===== src/rtl/branch_ctrl.sv =====
// Control-flow stage ahead of the program counter: resolves JMP/JZ/CALL/RET,
// keeps a return-address stack and squashes wrong-path fetches after a redirect.
module branch_ctrl #(
  parameter int unsigned ADDR_W      = 8,
  parameter int unsigned OPC_W       = 4,
  parameter int unsigned STACK_DEPTH = 4,
  parameter int unsigned FLUSH_CYC   = 2,
  parameter logic [OPC_W-1:0] OP_JMP  = 4'hA,
  parameter logic [OPC_W-1:0] OP_JZ   = 4'hB,
  parameter logic [OPC_W-1:0] OP_CALL = 4'hC,
  parameter logic [OPC_W-1:0] OP_RET  = 4'hD
) (
  input  logic              CLK,
  input  logic              RST,
  input  logic              instr_valid,
  input  logic [OPC_W-1:0]  opcode,
  input  logic [ADDR_W-1:0] arg,
  input  logic [ADDR_W-1:0] pc_cur,
  input  logic              zero_flag,
  output logic              pc_set,
  output logic [ADDR_W-1:0] pc_set_addr,
  output logic              flush,
  output logic              stack_ovf,
  output logic              stack_unf
);

  localparam int unsigned CNT_W = $clog2(STACK_DEPTH + 1);
  localparam int unsigned PTR_W = (STACK_DEPTH > 1) ? $clog2(STACK_DEPTH) : 1;
  localparam int unsigned FC_W  = (FLUSH_CYC > 1) ? $clog2(FLUSH_CYC) : 1;

  if (STACK_DEPTH < 1) begin : g_bad_depth
    $error("branch_ctrl: STACK_DEPTH must be at least 1");
  end
  if (FLUSH_CYC < 1) begin : g_bad_flush
    $error("branch_ctrl: FLUSH_CYC must be at least 1");
  end

  typedef enum logic [1:0] {
    ST_RUN,
    ST_SET,
    ST_FLUSH
  } state_e;

  state_e            state_q, state_d;
  logic [FC_W-1:0]   flushCnt_q, flushCnt_d;
  logic [CNT_W-1:0]  count_q, count_d;
  logic [ADDR_W-1:0] stack_q [STACK_DEPTH];
  logic              pcSet_q, pcSet_d;
  logic [ADDR_W-1:0] pcSetAddr_q, pcSetAddr_d;
  logic              flush_q, flush_d;
  logic              ovf_q, ovf_d;
  logic              unf_q, unf_d;

  logic              accept;
  logic              stackFull;
  logic              stackEmpty;
  logic [PTR_W-1:0]  topIdx;
  logic [PTR_W-1:0]  pushIdx;
  logic [ADDR_W-1:0] pushData;
  logic              push;
  logic              pop;
  logic              taken;
  logic [ADDR_W-1:0] target;

  assign accept     = instr_valid && !flush_q;
  assign stackFull  = (count_q == CNT_W'(STACK_DEPTH));
  assign stackEmpty = (count_q == '0);
  assign topIdx     = PTR_W'(count_q - CNT_W'(1));
  assign pushIdx    = PTR_W'(count_q);
  assign pushData   = pc_cur + ADDR_W'(1);

  // Next-state logic; outputs are registered from the state being entered.
  always_comb begin
    state_d     = state_q;
    flushCnt_d  = flushCnt_q;
    count_d     = count_q;
    pcSetAddr_d = pcSetAddr_q;
    ovf_d       = ovf_q;
    unf_d       = unf_q;
    push        = 1'b0;
    pop         = 1'b0;
    taken       = 1'b0;
    target      = arg;

    case (state_q)
      ST_RUN: begin
        if (accept) begin
          case (opcode)
            OP_JMP: taken = 1'b1;
            OP_JZ:  taken = zero_flag;
            OP_CALL: begin
              taken = 1'b1;
              if (stackFull) begin
                ovf_d = 1'b1;
              end else begin
                push    = 1'b1;
                count_d = count_q + CNT_W'(1);
              end
            end
            OP_RET: begin
              if (stackEmpty) begin
                unf_d = 1'b1;
              end else begin
                taken   = 1'b1;
                pop     = 1'b1;
                target  = stack_q[topIdx];
                count_d = count_q - CNT_W'(1);
              end
            end
            default: ;
          endcase
          if (taken) begin
            state_d     = ST_SET;
            pcSetAddr_d = target;
          end
        end
      end
      ST_SET: begin
        state_d    = ST_FLUSH;
        flushCnt_d = FC_W'(FLUSH_CYC - 1);
      end
      ST_FLUSH: begin
        if (flushCnt_q == '0) begin
          state_d = ST_RUN;
        end else begin
          flushCnt_d = flushCnt_q - FC_W'(1);
        end
      end
      default: state_d = ST_RUN;
    endcase

    pcSet_d = (state_d == ST_SET);
    flush_d = (state_d != ST_RUN);
  end

  always_ff @(posedge CLK) begin
    if (RST) begin
      state_q     <= ST_RUN;
      flushCnt_q  <= '0;
      count_q     <= '0;
      pcSet_q     <= 1'b0;
      pcSetAddr_q <= '0;
      flush_q     <= 1'b0;
      ovf_q       <= 1'b0;
      unf_q       <= 1'b0;
    end else begin
      state_q     <= state_d;
      flushCnt_q  <= flushCnt_d;
      count_q     <= count_d;
      pcSet_q     <= pcSet_d;
      pcSetAddr_q <= pcSetAddr_d;
      flush_q     <= flush_d;
      ovf_q       <= ovf_d;
      unf_q       <= unf_d;
    end
  end

  // Entries are never cleared; the count alone decides what is reachable.
  always_ff @(posedge CLK) begin
    if (!RST && push) begin
      stack_q[pushIdx] <= pushData;
    end
  end

  assign pc_set      = pcSet_q;
  assign pc_set_addr = pcSetAddr_q;
  assign flush       = flush_q;
  assign stack_ovf   = ovf_q;
  assign stack_unf   = unf_q;

`ifndef SYNTHESIS
  always_ff @(posedge CLK) begin
    if (!RST) begin
      assert (!(push && pop));
      assert (!pcSet_q || flush_q);
      assert (count_q <= CNT_W'(STACK_DEPTH));
    end
  end
`endif

endmodule


===== config.mk =====
export PLATFORM = sky130hd
export DESIGN_NAME = branch_ctrl
export DESIGN_NICKNAME = d
export VERILOG_FILES = /design/src/rtl/branch_ctrl.sv
export SDC_FILE = /design/constraint.sdc
export NUM_CORES = 1
export LEC_CHECK = 0
export ABC_CLOCK_PERIOD_IN_PS = 2310
export CELL_PAD_IN_SITES_DETAIL_PLACEMENT = 1
export CELL_PAD_IN_SITES_GLOBAL_PLACEMENT = 2
export CORE_ASPECT_RATIO = 0.8
export CORE_MARGIN = 2
export CORE_UTILIZATION = 37
export CTS_CLUSTER_DIAMETER = 150
export DETAILED_ROUTE_END_ITERATION = 7
export HOLD_SLACK_MARGIN = 0.08
export PLACE_DENSITY = 0.9
export SKIP_LAST_GASP = 1
export SYNTH_ARGS = -nofsm -noshare
export SYNTH_HDL_FRONTEND = slang
export SYNTH_SLANG_ARGS = --single-unit
export TNS_END_PERCENT = 30

===== constraint.sdc =====
create_clock -name CLK -period 2.31 [get_ports CLK]
set_input_delay 0.462 -clock CLK [delete_from_list [all_inputs] [get_ports CLK]]
set_output_delay 0.462 -clock CLK [all_outputs]
set_load 0.03 [all_outputs]

**Word level (Yosys, flattened, before mapping)**

Memories as Yosys holds them, arrays and structs flattened.
Cells that the tools add are included.

- Flip-flop bits (word level): 18
- Latch bits: 0
- Memory bits (writable): 32
- Memory bits (read-only): 0
- Bits of input ports: 24
- Memories: 1

- Add/sub/neg operators: 4
- Multipliers: 0
- Divide/modulo/power cells: 0
- Order comparisons: 0
- Equality and inequality tests: 10
- Shifts and indexed selects: 0
- Multiplexer cells: 21
- Bitwise logic cells: 0
- Reductions and logical operators: 14

Memory list:

| name | depth | width | read ports | clocked after Yosys merged registers in | wr ports | RTL line | text |
|---|---|---|---|---|---|---|---|
| stack_q | 4 | 8 | 1 | 0 | 1 | 47 | `logic [ADDR_W-1:0] stack_q [STACK_DEPTH];` |

Operators by type and width:

| cell | number |
|---|---|
| $eq 4x4->1 const B | 4 |
| $mux 8 | 2 |
| $mux 1 | 10 |
| $add 8x1->8 const B | 1 |
| $reduce_and 4->1 | 2 |
| $mux 2 | 3 |
| $mux 3 | 2 |
| $pmux 2 s3 | 1 |
| $pmux 3 s2 | 1 |
| $reduce_bool 2->1 | 3 |
| $reduce_and 5->1 | 1 |
| $eq 2x1->1 const B | 2 |
| $ne 2x2->1 const B | 2 |
| $add 3x1->3 const B | 1 |
| $eq 3x3->1 const B | 1 |
| $logic_not 3->1 | 1 |
| $pmux 1 s3 | 1 |
| $reduce_and 3->1 | 1 |
| $sub 3x1->3 const B | 1 |
| $eq 2x2->1 const B | 1 |
| $logic_and 1x1->1 | 2 |
| $logic_not 1->1 | 2 |
| $logic_not 2->1 | 1 |
| $pmux 1 s2 | 1 |
| other kinds (2) | 2 |

**Longest topological paths before layout**

- Depth after elaboration: 9
- Depth in mapped cells: 8
- Gate-level depth less buffers: 6

**Worst setup path before layout**

Ideal clock, no wire load.

- Path type: register to register
- From: register count_q[0]
- To: register pcSetAddr_q[1], in the netlist pc_set_addr[1]
- Library setup time: 144 ps
- Data arrival time: 1,910 ps
- Data required time: 2,166 ps
- Path slack: 256 ps
- Cell stages (with the launch flop): 9
- Cells stage by stage: dfxtp_1 > buf_2 > inv_1 > ha_1 > nand2b_1 > clkbuf_1 > nand2_1 > a211oi_1 > a221oi_2

- Cells in the longest elaborated chain, start to end: 6

Ends and longest elaborated chain:

| element | RTL line | text |
|---|---|---|
| from (decl) | 46 | `logic [CNT_W-1:0] count_q, count_d;` |
| from (signal assigned) | 149 | `count_q <= count_d;` |
| parallel branches: the longest is 6 deep, another holds $mem_v2 4x8 | n/a |  |
| to (signal assigned) | 151 | `pcSetAddr_q <= pcSetAddr_d;` |
| to (decl) | 49 | `logic [ADDR_W-1:0] pcSetAddr_q, pcSetAddr_d;` |

Parallel ways; which one is timed is not known. The select of a mux whose other input is x is not followed.
A chain may end at the register's enable or synchronous reset.

**Worst setup path after layout**

- From: input port opcode[1]
- To: memory stack_q[0][5] (enable)

- Cells in the longest elaborated chain, start to end: 7

Ends and longest elaborated chain:

| element | RTL line | text |
|---|---|---|
| from (decl) | 16 | `input logic [OPC_W-1:0] opcode,` |
| $eq 4x4->1 | 88 | `case (opcode)` |
| $mux 1 | 88 |  |
| $mux 1 | 87 | `if (accept) begin` |
| $mux 1 | 85 | `case (state_q)` |
| $logic_and 1x1->1 | 160 | `if (!RST && push) begin` |
| $mux 1 | 160 |  |
| $mux 1 (implied by the code) | 161 | `stack_q[pushIdx] <= pushData;` |
| to (decl) | 47 |  |

No other way between the ends.

==> metrics <==
endpoint of the lowest-slack register-to-register path=pc_set$_SDFF_PP0_; Warnings, synthesis=0; number of cell rows=25; switching power=408 uW; type of the most critical hold path=reg -> reg; Finished Layout Cells=298; result of the run=completed; dpl hpwl=3770 um; placer's final routability congestion estimate=0.750; number of standard cells after synthesis=171; Final nets=249; worst vdd ir=280 uV; Post-Layout Inst Area=3000 um^2; f_max=503 MHz; launch point of the critical path=opcode[1]; clock transition time at the flip-flop clock pins of the worst setup and hold paths=0.09 ns; quantity of hold-fixing buffers added after cts=0; share of total power in the clock network=33.7%; start-to-end type of the worst setup path=in -> reg; deepest clock path buffer count=2; Setup Buffers After CTS=0; placement-stage cell area=2890 um^2; Setup Total Neg Slack=0 ns; Iteration-0 DRC Markers=62; commonest register cell after synthesis=edfxtp_1; crit end category=flop; Switching Fraction=22.6%; final setup violation count=0; final worst path period share=86.1%; DIE AREA=7000 um^2; antenna violations before repair=0; part of the Yosys area used for sequential elements=56.3%; worst clock skew on the final layout=0.00751 ns; number of clock sinks seen by CTS=50; Post-Place Cells=290; Final Critical Period=1.99 ns; Final Hold Fails=0; average instance area after synthesis=13.7 um^2; Netlist Area Pre-Place=2350 um^2; Internal Pwr Total=1.40 mW; global-route wire length before repair=8090 um; number of gates resized after CTS=0; static power due to leakage=1.01 nW; effective utilization at floorplan=39.1%; largest incremental delay on the critical path=0.48 ns; Clock H-tree levels=2; normalized max-slew margin=72.1%; quantity of I/O buffers inserted on ports=35; number of nets with antenna violations after routing=0; CP max FO=8; part of the power in registers=54.1%; area fraction of the dominant cell type after synthesis=40.9%; number of antenna repair diodes=0; vias in the first global route=1590; count of cells along the worst register-to-register path=6; Min-Delay Path Depth=2; post-synth top area cell=edfxtp_1; fraction of registers with async set or reset after synthesis=0%; clock latency on the worst-skew pair=0.30 ns; total iterations of the first detailed-routing run=4; crit path cell chain=clkdlybuf4s50_1 -> nand3b_1 -> nor4_1 -> buf_4 -> and3b_1 -> buf_12; Std-Cell Core Area=6010 um^2; Hold Path Sink=pc_set_addr[7]$_SDFFE_PP0P_; final WL=5000 um; worst endpoint required time=2.34 ns; Area contributors post-synth=edfxtp_1 (41%), dfxtp_1 (15%), mux4_2 (7.7%), a221oi_2 (5.1%), ha_1 (4.8%); setup repair after global routing missed its margin=false; Top delay family on crit path=buffers and inverters; flop and latch count out of synthesis=50; vias=1498; Die Height=75.3 um; PD cells=603 nW/um^2; routed length per placed instance=16.8 um; minimum setup slack among reg-to-reg paths=0.38 ns; post-detailed-route DRC marker count=0; Synth Net Count=204; clock root cell=clkbuf_8; combinational power share=12.2%; maxcap violations=0; pin count of the biggest net entering global routing=20; width of the chip=93.1 um; IO Pins=36; drt via density=5.03; startpoint of the worst register-to-register path=state_q[0]$_SDFF_PP0_; Finished Core Util=49.9%; layout overhead on the synthesized area=27.7%; worst path bufs/invs=3; GRT Residual Overflow=0; number of max-slew violations in the final report=0; signal arrival time at the worst endpoint=2.02 ns; clock tree from TritonCTS=yes; fraction of layout instances using a drive strength above 1=19.8%; number of enable-type register cells in the synthesized netlist=32; highest-delay cell along the critical path=clkdlybuf4s50_1; GRT Util Overall=15.5%; actual transition at the worst max-transition pin=0.419 ns; launch point of the worst hold path=pc_set_addr[7]$_SDFFE_PP0P_; startpoint kind of the worst setup timing path=input port; Netlist cell types=35; TritonCTS Buffers=5
## power by group through the flow
stage | Sequential [mW] | Combinational, mW | Clock [mW]
6_report | 0.978 | 0.220 | 0.609
5_1_grt | 0.981 | 0.238 | 0.669
4_1_cts | 0.978 | 0.221 | 0.626
3_5_place_dp | 0.999 | 0.221 | 0
3_3_place_gp | 0.998 | 0.215 | 0
2_1_floorplan | 1.02 | 0.103 | 0
## how the worst max path moves through the flow
stage | cells after the start | end | slack, ns
after floorplan | 8 | pc_set_addr[1]$_SDFFE_PP0P_ | 0.26
after global placement | 5 | pc_set$_SDFF_PP0_ | 0.07
after detailed placement | 5 | pc_set$_SDFF_PP0_ | 0.03
after CTS | 6 | stack_q[0][5]$_DFFE_PP_ | 0.33
after global routing | 6 | pc_set$_SDFF_PP0_ | 0.24
final | 6 | stack_q[0][5]$_DFFE_PP_ | 0.32
## state kept, by name (all words and copies together) (netlist names)
name,cells
state_q,2
pc_set_addr,8
stack_unf,1
flushCnt_q,1
flush,1
stack_q,32
stack_ovf,1
pc_set,1
count_q,3
## cell usage in the layout, fill, tap and decap left out, types with 2 or more instances in the layout
cell type,n
clkdlybuf4s50_1,35
edfxtp_1,32
dfxtp_1,18
inv_1,14
nand3_1,12
a211oi_1,11
nor2_1,9
ha_1,9
mux4_2,8
a221oi_2,8
xnor2_1,7
buf_4,7
and3_1,5
clkbuf_8,5
nand2_1,4
buf_12,4
xor2_1,3
a21oi_1,3
nor4_1,2
nand2b_1,2
a21o_1,2
## logic make-up (layout without fill, tap and decap cells)
kind of cell               Yosys count  after routing  synth area share, %
DFF                                 50             50                 56.3
and+or+nand+nor                     42             42                 10.6
AOI/OAI and AO/OA                   29             29                 12.3
buffers and inverters               22             68                 4.21
xor gates and xnor gates            10             10                 3.73
adders and majority gates            9              9                 4.79
muxes                                9              9                 8.15
## per-layer routing
metal | wire, um | part of all wire, % | global-route usage [%]
met1 | 2390 | 48 | 21.2
met2 | 2330 | 47 | 25.7
met3 | 239 | 4.8 | 3.50
met4 | 39 | 0.78 | 3.43
met5 | 0 | 0 | 0
## worst min-delay path, stage by stage (launching register included)
cell      delay [ns]
dfxtp_1         0.32
inv_1           0.06
a221oi_2        0.05
## metrics by stage
| stage | setup slack [ns] | power [mW] | hold WS [ns] |
|---|---|---|---|
| finish | 0.321 | 1.81 | 0.468 |
| global route | 0.237 | 1.89 | 0.498 |
| CTS | 0.329 | 1.83 | 0.474 |
| detailed placement | 0.0317 | 1.22 | 0.460 |
| global placement | 0.0719 | 1.21 | 0.453 |
| floorplan | 0.256 | 1.12 | 0.481 |
## layout make-up
| class | count | area (um^2) |
|---|---|---|
| clock buffer | 5 | 68.8 |
| clock inverter | 3 | 42.5 |
| inverter | 14 | 52.6 |
| fill | 618 | 3010 |
| multi-input combinational | 99 | 928 |
| sequential | 50 | 1320 |
| tap | 81 | 101 |
| timing repair buffer | 46 | 483 |
## cells in the mapped netlist (2+ instances only)
| cell type | instances |
|---|---|
| a211oi_1 | 11 |
| a21o_1 | 2 |
| a21oi_1 | 3 |
| a221oi_2 | 8 |
| and3_1 | 5 |
| buf_6 | 2 |
| clkbuf_1 | 4 |
| dfxtp_1 | 18 |
| edfxtp_1 | 32 |
| ha_1 | 9 |
| inv_1 | 14 |
| mux4_2 | 8 |
| nand2_1 | 4 |
| nand2b_1 | 2 |
| nand3_1 | 12 |
| nor2_1 | 9 |
| nor4_1 | 2 |
| xnor2_1 | 7 |
| xor2_1 | 3 |
(Power assumes the default switching activity.)
